[src/rtl/sbus_rd_master_pkg.sv]
// Shared SBUS read-master definitions: FSM state type, timeout defaults, and
// helpers for picking words out of a request mask.
package sbus_rd_master_pkg;

  typedef enum logic [1:0] {
    IDLE = 2'd0,
    STRT = 2'd1,
    XFER = 2'd2,
    FIN  = 2'd3
  } tSbusRdState;

  localparam int ACK_TIMEOUT_DEF   = 64;
  localparam int VALID_TIMEOUT_DEF = 128;

  // Masks use PDP-10 bit order: word index k lives at vector bit 3-k.
  function automatic logic [1:0] low_k(input logic [3:0] m);
    logic [1:0] k_r;
    k_r = 2'd0;
    for (int k = 3; k >= 0; k--)
      if (m[3-k]) k_r = 2'(k);
    return k_r;
  endfunction

  function automatic logic [3:0] k_bit(input logic [1:0] k);
    return 4'b1000 >> k;
  endfunction

endpackage

[src/rtl/sbus_rd_master_edge.sv]
// Rising-edge detector for the SBUS handshake lines (ACKN, DATA_VALID).
module sbus_edge_det #(
  parameter int W = 2
) (
  input  logic         clk_i,
  input  logic         rst_i,
  input  logic [W-1:0] sig_i,
  output logic [W-1:0] rise_o
);

  logic [W-1:0] prev_q;

  always_ff @(posedge clk_i) begin
    if (rst_i) prev_q <= '0;
    else       prev_q <= sig_i;
  end

  assign rise_o = sig_i & ~prev_q;

endmodule

[src/rtl/sbus_rd_master.sv]
// SBUS read master: issues one START per request, tracks ACKN and DATA_VALID
// edges per requested word, returns words to the client, aborts on timeout.
module sbus_rd_master
  import sbus_rd_master_pkg::*;
#(
  parameter int ACK_TIMEOUT   = ACK_TIMEOUT_DEF,
  parameter int VALID_TIMEOUT = VALID_TIMEOUT_DEF
) (
  input  logic        CLK,
  input  logic        RESET,
  input  logic        REQ,
  input  logic [21:0] REQ_ADR,   // [21:0] = PDP bits 14:35
  input  logic [3:0]  REQ_RQ,    // [3:0]  = PDP bits 0:3
  output logic        READY,
  output logic        START,
  output logic [21:0] ADR,
  output logic [3:0]  RQ,
  input  logic        ACKN,
  input  logic        DATA_VALID,
  input  logic [35:0] D,
  output logic        WD_VALID,
  output logic [35:0] WD_DATA,
  output logic [1:0]  WD_OFS,
  output logic        DONE,
  output logic        NXM
);

  localparam int TMAX  = (ACK_TIMEOUT > VALID_TIMEOUT) ? ACK_TIMEOUT : VALID_TIMEOUT;
  localparam int CNT_W = $clog2(TMAX + 2);

  tSbusRdState      state_q, state_d;
  logic [21:0]      adr_q, adr_d;
  logic [3:0]       rq_q, rq_d, ack_left_q, ack_left_d, rd_left_q, rd_left_d;
  logic [CNT_W-1:0] cnt_q, cnt_d;
  logic             wd_valid_q, wd_valid_d, nxm_q, nxm_d;
  logic [35:0]      wd_data_q, wd_data_d;
  logic [1:0]       wd_ofs_q, wd_ofs_d, rd_k;
  logic [1:0]       rise;
  logic             ack_hit, dv_hit, busy;

  sbus_edge_det #(.W(2)) u_edge (
    .clk_i  (CLK),
    .rst_i  (RESET),
    .sig_i  ({ACKN, DATA_VALID}),
    .rise_o (rise)
  );

  // Edges only count while a transfer owns the bus and a word is still owed.
  assign busy    = (state_q == STRT) || (state_q == XFER);
  assign ack_hit = busy && rise[1] && (ack_left_q != 4'd0);
  assign dv_hit  = busy && rise[0] && (rd_left_q != 4'd0);
  assign rd_k    = low_k(rd_left_q);

  always_comb begin
    state_d    = state_q;
    adr_d      = adr_q;
    rq_d       = rq_q;
    ack_left_d = ack_left_q;
    rd_left_d  = rd_left_q;
    cnt_d      = cnt_q;
    wd_valid_d = 1'b0;
    wd_data_d  = wd_data_q;
    wd_ofs_d   = wd_ofs_q;
    nxm_d      = 1'b0;

    if (ack_hit) ack_left_d = ack_left_q & ~k_bit(low_k(ack_left_q));
    if (dv_hit) begin
      rd_left_d  = rd_left_q & ~k_bit(rd_k);
      wd_valid_d = 1'b1;
      wd_data_d  = D;
      wd_ofs_d   = adr_q[1:0] + rd_k;
    end

    case (state_q)
      IDLE: if (REQ) begin
        if (REQ_RQ != 4'd0) begin
          adr_d      = REQ_ADR;
          rq_d       = REQ_RQ;
          ack_left_d = REQ_RQ;
          rd_left_d  = REQ_RQ;
          state_d    = STRT;
        end else begin
          state_d = FIN;
        end
      end
      STRT: begin
        cnt_d   = '0;
        state_d = XFER;
      end
      XFER: begin
        cnt_d = (ack_hit || dv_hit) ? '0 : cnt_q + CNT_W'(1);
        if (!ack_hit && !dv_hit &&
            (((ack_left_q != 4'd0) && (cnt_q == CNT_W'(ACK_TIMEOUT))) ||
             ((ack_left_q == 4'd0) && (rd_left_q != 4'd0) &&
              (cnt_q == CNT_W'(VALID_TIMEOUT))))) begin
          nxm_d      = 1'b1;
          ack_left_d = 4'd0;
          rd_left_d  = 4'd0;
          cnt_d      = '0;
          state_d    = IDLE;
        end else if ((ack_left_q == 4'd0) && (rd_left_q == 4'd0) && !ACKN && !DATA_VALID) begin
          state_d = FIN;
        end
      end
      FIN:     state_d = IDLE;
      default: state_d = IDLE;
    endcase
  end

  always_ff @(posedge CLK) begin
    if (RESET) begin
      state_q    <= IDLE;
      adr_q      <= '0;
      rq_q       <= '0;
      ack_left_q <= '0;
      rd_left_q  <= '0;
      cnt_q      <= '0;
      wd_valid_q <= 1'b0;
      wd_data_q  <= '0;
      wd_ofs_q   <= '0;
      nxm_q      <= 1'b0;
    end else begin
      state_q    <= state_d;
      adr_q      <= adr_d;
      rq_q       <= rq_d;
      ack_left_q <= ack_left_d;
      rd_left_q  <= rd_left_d;
      cnt_q      <= cnt_d;
      wd_valid_q <= wd_valid_d;
      wd_data_q  <= wd_data_d;
      wd_ofs_q   <= wd_ofs_d;
      nxm_q      <= nxm_d;
    end
  end

  assign READY    = (state_q == IDLE);
  assign START    = (state_q == STRT);
  assign DONE     = (state_q == FIN);
  assign ADR      = adr_q;
  assign RQ       = rq_q;
  assign WD_VALID = wd_valid_q;
  assign WD_DATA  = wd_data_q;
  assign WD_OFS   = wd_ofs_q;
  assign NXM      = nxm_q;

endmodule

[config.mk]
export PLATFORM = sky130hd
export DESIGN_NAME = sbus_rd_master
export DESIGN_NICKNAME = d
export VERILOG_FILES = /design/src/rtl/sbus_rd_master_pkg.sv /design/src/rtl/sbus_rd_master_edge.sv /design/src/rtl/sbus_rd_master.sv
export SDC_FILE = /design/constraint.sdc
export NUM_CORES = 1
export LEC_CHECK = 0
export BUFFER_PORTS_ARGS = -buffer_cell sky130_fd_sc_hd__buf_2
export CORE_MARGIN = 3
export CORE_UTILIZATION = 50
export CTS_BUF_LIST = sky130_fd_sc_hd__clkbuf_8
export DETAILED_ROUTE_END_ITERATION = 6
export PLACE_DENSITY = 0.78
export SYNTH_ARGS = -nofsm -noshare
export SYNTH_HDL_FRONTEND = slang
export SYNTH_HIERARCHICAL = 1
export SYNTH_SLANG_ARGS = --single-unit
[constraint.sdc]
create_clock -name CLK -period 2.6 [get_ports CLK]
set_input_delay 0.52 -clock CLK [delete_from_list [all_inputs] [get_ports CLK]]
set_output_delay 0.52 -clock CLK [all_outputs]
set_load 0.02 [all_outputs]
==> summary.md, run 1 <==
| Metric | Value |
|---|---|
| Share of layout cells above drive strength 1 | `approximately a third` |
| Leading cell type in the layout, fill and taps excluded | `buf_2` |
| Post-synth top area share | `approximately half` |
| Critical Path RT | `2.84 ns` |
| CTS Buf Count | `9` |
| Most frequent cells in the layout | `buf_2, nand2_1, dfxtp_1` |
| Final Hold Fails | `0` |
| Total wire length | `8120 um` |
| Largest net degree at the start of global routing | `55` |
| Vias in the first global route | `just over 3000` |
| DP Wirelength | `slightly below 6000 um` |
| Worst Setup Path Type | `register to register` |
| Pwr Density | `approximately 920 nW/um^2` |
| Async SR Flop Fraction | `0%` |
| YS warnings | `6` |
| First-pass GRT wire length | `approximately 13000 um` |
| Std cell rows | `29` |
| Max_cap viols | `0` |
| GR Util All Layers | `roughly 22%` |
| Unrepaired setup endpoints after global routing | `false` |
| Hold Path Class | `input port to register` |
| Syn Inst Count | `400` |
| Clock root buffer | `clkbuf_8` |
| Die height | `88.1 um` |
| CTS tree | `built` |
| Hold WS | `about 0.4 ns` |
| Cell taking the most area after synthesis | `dfxtp_1` |
| Slew @ Worst Pin | `about 0.54 ns` |
| Seq/Total Area, Yosys | `between 50% and 60%` |
| Worst Path Max Fanout | `11` |
| Fillers | `about 580` |
| Status | `finished, final reports clean` |
| Via count | `3131` |
| Diodes inserted | `0` |
| Placed Instances | `594` |
| Routed Antenna Nets | `0` |
| P_leak | `1.93 nW` |
| Final std cells w/o fill | `609` |
| Sink Count | `86` |
| Pins Over Slew Limit | `0` |
| Distinct cells, synth | `40` |
| Synth area leaders | `dfxtp_1, nand2_1, a21oi_1` |
| Post-CTS setup buffer count | `0` |
| Initial antenna violation count | `0` |
| IO Count | `between 100 and 150` |
| DIE AREA | `a little under 8000 um^2` |
| Synth Register Bits | `86` |
| Setup TNS | `0 ns` |
| Post-route DRC | `0` |
| Main synth FF type | `dfxtp_1` |
| Syn Nets | `~470` |
| Reg clk slew, reported paths | `roughly 0.08 ns` |
| Max Buffers Root-to-Sink | `2` |
| Average routed wire per standard cell | `around 13 um` |
| Setup Skew | `0.00703 ns` |
| Syn Area/Cell | `8.43 um^2` |
| Fmax | `463 MHz` |
| Vias/cell | `approximately 5` |
| Peak VDD IR | `a little over 0.0007 V` |
| GP Congestion | `slightly above 0.8` |
| Cts hold-fix bufs | `0` |
| Minimum clock period | `about 2.2 ns` |
| 1st-iter DRT viols | `between 100 and 150` |
| Headroom to the max-slew limit | `~64%` |
| Initial Utilization | `52.2%` |
| Post-route clock period utilization | `between 80% and 90%` |
| Syn-to-layout area delta | `28.0%` |
| Post-synth EDFFs | `0` |
| H-tree Lvls | `3` |
| Element type at the critical path end | `register` |
| Gr ovfl total | `0` |
| Die Wd | `88.1 um` |
| Nets@finish | `601` |
| CP arrival | `2.40 ns` |
| Number of gates resized after cts | `0` |
| Final setup fails | `0` |
| Worst setup SP type | `register` |
| Later-pin clock latency in the skew report | `~0.34 ns` |
| Pre-Repair DR Iteration Count | `5` |
| Core area | `6460 um^2` |
| Post-Synthesis Cell Area | `~3400 um^2` |
| Port bufs | `about 140` |
==> critical path, cell delays in order (launching register included) <==
cell	delay, ns
dfxtp_1	0.39
inv_1	0.09
ha_1	0.41
and2_1	0.19
o31ai_1	0.27
o2bb2ai_2	0.13
o21ba_1	0.29
a32o_1	0.29
==> state kept, by name, summed over array words and instances (netlist names) <==
register,cells
rd_left_q,4
u_edge/prev_q,2
WD_VALID,1
ack_left_q,4
WD_OFS,2
state_q,2
cnt_q,8
ADR,22
WD_DATA,36
RQ,4
NXM,1
==> routing by layer <==
layer,global-route usage [%],share of wire [%],vias up
li1,-,-,1590
met1,25.1,41,1425
met2,37.5,49,104
met3,5.36,8.0,12
met4,10.6,1.9,0
met5,0,0,-
==> power breakdown <==
group | internal, W | switching [W]
logic | 0.000483 | 0.000866
registers | 0.00150 | 0.000124
clock network | 0.000535 | 0.000455
total | 0.00252 | 0.00145
==> layout make-up <==
cell class | count | area (um^2) | share of cell area, %
Timing Repair Buffer | 141 | 733 | 17.0
Sequential cell | 86 | 1720 | 39.9
Multi-Input combinational cell | 283 | 1530 | 35.4
Inverter | 7 | 26.3 | 0.609
Tap cell | 77 | 96.3 | 2.23
Clock buffer | 9 | 124 | 2.87
Clock inverter | 6 | 87.6 | 2.03
==> Yosys cell counts, types with 2 or more instances <==
master	number
a32o_1	6
clkbuf_1	19
o21a_1	2
o31ai_1	2
xor2_1	5
ha_1	6
nor3_2	6
dfxtp_1	86
nor2b_1	2
nor2b_2	2
nand3_1	2
xnor2_1	3
and2_1	2
or3_1	2
a211oi_1	3
or2_2	2
nor4_4	2
nand2_1	133
o21ba_1	3
buf_2	4
nand4_1	2
nor2_1	13
o211ai_1	2
nor4_1	2
nand2b_1	3
a22o_1	2
inv_1	7
a21oi_1	65
==> metrics by stage <==
stage | setup WS, ns | instance area, um^2 | power (W) | utilization [%]
5_1_grt | 0.226 | 4320 | 0.00424 | 66.9
3_3_place_gp | 0.530 | 4110 | 0.00297 | 63.6
6_report | 0.438 | 4320 | 0.00397 | 66.9
2_1_floorplan | 0.577 | 3370 | 0.00262 | -
3_5_place_dp | 0.461 | 4110 | 0.00301 | 63.6
4_1_cts | 0.441 | 4320 | 0.00401 | 66.9
==> cell families (layout without fill, tap and decap cells) <==
group           count (synthesis)  count (layout)  synth area share, %
simple gates                  177             177                 24.0
compound gates                 91              91                 16.7
flops                          86              86                 51.0
buf+inv                        31             163                 3.71
xor+xnor                        8               8                 2.08
fa+ha+maj                       6               6                 2.23
mux                             1               1                0.297
==> final timing paths <==
check                                  from             to  slack [ns]  depth (start not counted)
worst max-delay path             state_q[1]  ack_left_q[3]        0.44                          7
worst min-delay path                  D[35]    WD_DATA[35]        0.40                          3
worst max register to register   state_q[1]  ack_left_q[3]        0.44                          7
worst min register to register  WD_DATA[11]    WD_DATA[11]        0.45                          2
(Power assumes the default switching activity.)
==> inputs of run 2 (changes only) <==
- CORE_UTILIZATION: 50 -> 45
- PLACE_DENSITY: 0.78 -> 0.74
- clock period: 2.6 -> 1.8 ns (I/O delays scaled with it)
==> summary.md, run 2 (synthesis gave the netlist of run 1 again) <==
| Metric | Value |
|---|---|
| Fillers | `624 (+8.0%)` |
| Worst Path Max Fanout | `4 (-7)` |
| Later-pin clock latency in the skew report | `0.35 ns (about the same)` |
| Headroom to the max-slew limit | `63.9% (about the same)` |
| Fmax | `574 MHz (+24%)` |
| Slew @ Worst Pin | `0.540 ns (-0.00266 ns)` |
| Post-route DRC | `0 (unchanged)` |
| Footprint of the multi-input gates | `1620 um^2 (+5.7%)` |
| Cts hold-fix bufs | `0 (unchanged)` |
| Most frequent cells in the layout | `buf_2, nand2_1, dfxtp_1` |
| Die Wd | `92.6 um (+5.0%)` |
| Final Cell Area | `4580 um^2 (+6.2%)` |
| 1st-iter DRT viols | `81 (-21%)` |
| Status | `finished, final reports clean` |
| Unrepaired setup endpoints after global routing | `false` |
| FF-to-FF End | `ack_left_q[0]` |
| Setup Skew | `0.0125 ns (+0.00543 ns)` |
| R2R cell count | `6 (-1)` |
| Max_cap viols | `0 (unchanged)` |
| GR Util All Layers | `19.8% (-1.9 points)` |
| Max reg flops | `36 (unchanged)` |
| Leading cell type in the layout, fill and taps excluded | `buf_2` |
| Syn-to-layout area delta | `35.9%` |
| Die height | `92.6 um (+5.0%)` |
| DP Wirelength | `6120 um (+3.8%)` |
| Worst Setup Path Type | `register to register` |
| First-pass GRT wire length | `13800 um (+4.6%)` |
| Reg clk slew, reported paths | `0.09 ns (about the same)` |
| Sink Count | `86 (unchanged)` |
| CTS Buf Count | `9 (unchanged)` |
| IO Count | `136 (unchanged)` |
| DIE AREA | `8570 um^2 (+10%)` |
| Element type at the critical path end | `register` |
| Via count | `3239 (+3.4%)` |
| Gr ovfl total | `0 (unchanged)` |
| Final std cells w/o fill | `649 (+6.6%)` |
| Clock root buffer | `clkbuf_8` |
| Total wire length | `8500 um (+4.7%)` |
| Initial Utilization | `48.1% (-4.2 points)` |
| Pins Over Slew Limit | `0 (unchanged)` |
| Average routed wire per standard cell | `13.1 um (-1.7%)` |
| Final setup fails | `0 (unchanged)` |
| Largest net degree at the start of global routing | `45 (-18%)` |
| Max Buffers Root-to-Sink | `2 (unchanged)` |
| Peak VDD IR | `0.000797 V (+13%)` |
| Total power | `0.00618 W (+56%)` |
| Area post-placement | `4280 um^2 (+4.2%)` |
| Diodes inserted | `0 (unchanged)` |
| R2R Setup Slk | `0.06 ns (-0.38 ns)` |
| FF-to-FF Start | `state_q[0]` |
| Worst setup SP type | `register` |
| H-tree Lvls | `3 (unchanged)` |
| Vias in the first global route | `2998 (-2.0%)` |
| Port bufs | `135 (unchanged)` |
| Area of all sequential standard cells | `1730 um^2 (+0.51%)` |
| Critical Path RT | `2.04 ns (-0.80 ns)` |
| Nets@finish | `621 (+3.3%)` |
| Hold Path Class | `input port to register` |
| Placed Instances | `628 (+5.7%)` |
| Pwr Density | `1350 nW/um^2 (+47%)` |
| Core area | `7020 um^2 (+8.7%)` |
| Routed Antenna Nets | `0 (unchanged)` |
| Final Hold Fails | `0 (unchanged)` |
| Pre-Repair DR Iteration Count | `4 (-1)` |
| Share of layout cells above drive strength 1 | `38.5% (+6.4 points)` |
| Vias/cell | `4.99 (-2.9%)` |
| Std cell rows | `30 (+3.4%)` |
| Initial antenna violation count | `0 (unchanged)` |
| CP arrival | `1.98 ns (-0.42 ns)` |
| Minimum clock period | `1.74 ns (-0.421 ns)` |
| P_leak | `2.02 nW (+4.6%)` |
| Post-route clock period utilization | `96.7% (+14 points)` |
| Setup TNS | `0 ns (unchanged)` |
| Hold Path End | `WD_DATA[26]` |
| Worst Hold Launch | `D[26]` |
| Core Util, Final | `65.3% (-1.5 points)` |
| CTS tree | `built` |
| GP Congestion | `0.813 (-1.4%)` |
| Hold path depth | `3 (unchanged)` |
## run 2: cell types whose count changed in the layout (fill, tap and decap cells not counted), sizes merged
cell      before  now
bufinv         2    0
inv            7    9
clkinv         4    0
buf          141  161
clkinvlp       0    3
clkbuf         9   11
## run 2: final cells by class
cell class	count	share of cell area (%)
Sequential cell	86	37.7
Multi-Input combinational cell	283	35.3
Timing Repair Buffer	161	19.6
Clock buffer	11	3.30
Tap cell	96	2.62
Clock inverter	5	0.873
Inverter	7	0.573
## run 2: layer usage
metal / wire, um / global-route usage, %
met1: 3710 / 25.0
met2: 3960 / 32.4
met3: 713 / 4.79
met4: 119 / 8.04
met5: 0 / 0
## run 2: repair_timing
item                                    4_1_cts  5_1_grt
pin swaps                                     0       16
buffers inserted                              0        5
gates resized for setup                       3       18
endpoints found under the setup margin        6       18
## run 2: report_power, final
group	switching, W	internal [W]
Clock	0.000691	0.000586
Combinational	0.00145	0.00110
Sequential	0.000172	0.00218
## run 2: through the flow
| stage | hold slack, ns | setup slack (ns) |
|---|---|---|
| global route | 0.230 | 0.00370 |
| CTS | 0.223 | 0.0167 |
| detailed placement | 0.445 | -0.0157 |
| global placement | 0.439 | 0.0210 |
| floorplan | 0.432 | 0.00268 |
| finish | 0.235 | 0.0593 |
## run 2: worst max path at each step
stage	startpoint	endpoint	slack, ns	depth (start not counted)
after floorplan	state_q[0]	ack_left_q[3]	0.003	8
after global placement	state_q[0]	rd_left_q[3]	0.02	7
after detailed placement	state_q[0]	rd_left_q[3]	-0.02	7
after CTS	state_q[0]	ack_left_q[3]	0.02	7
after global routing	rd_left_q[2]	cnt_q[4]	0.004	7
final	state_q[0]	ack_left_q[0]	0.06	6
## run 2: worst max-delay path: stages (launching register included)
cell and delay (ns):
dfxtp_2 0.34, inv_2 0.06, ha_4 0.30, nand2_2 0.06, or3_4 0.34, or2_2 0.29
a32o_1 0.25
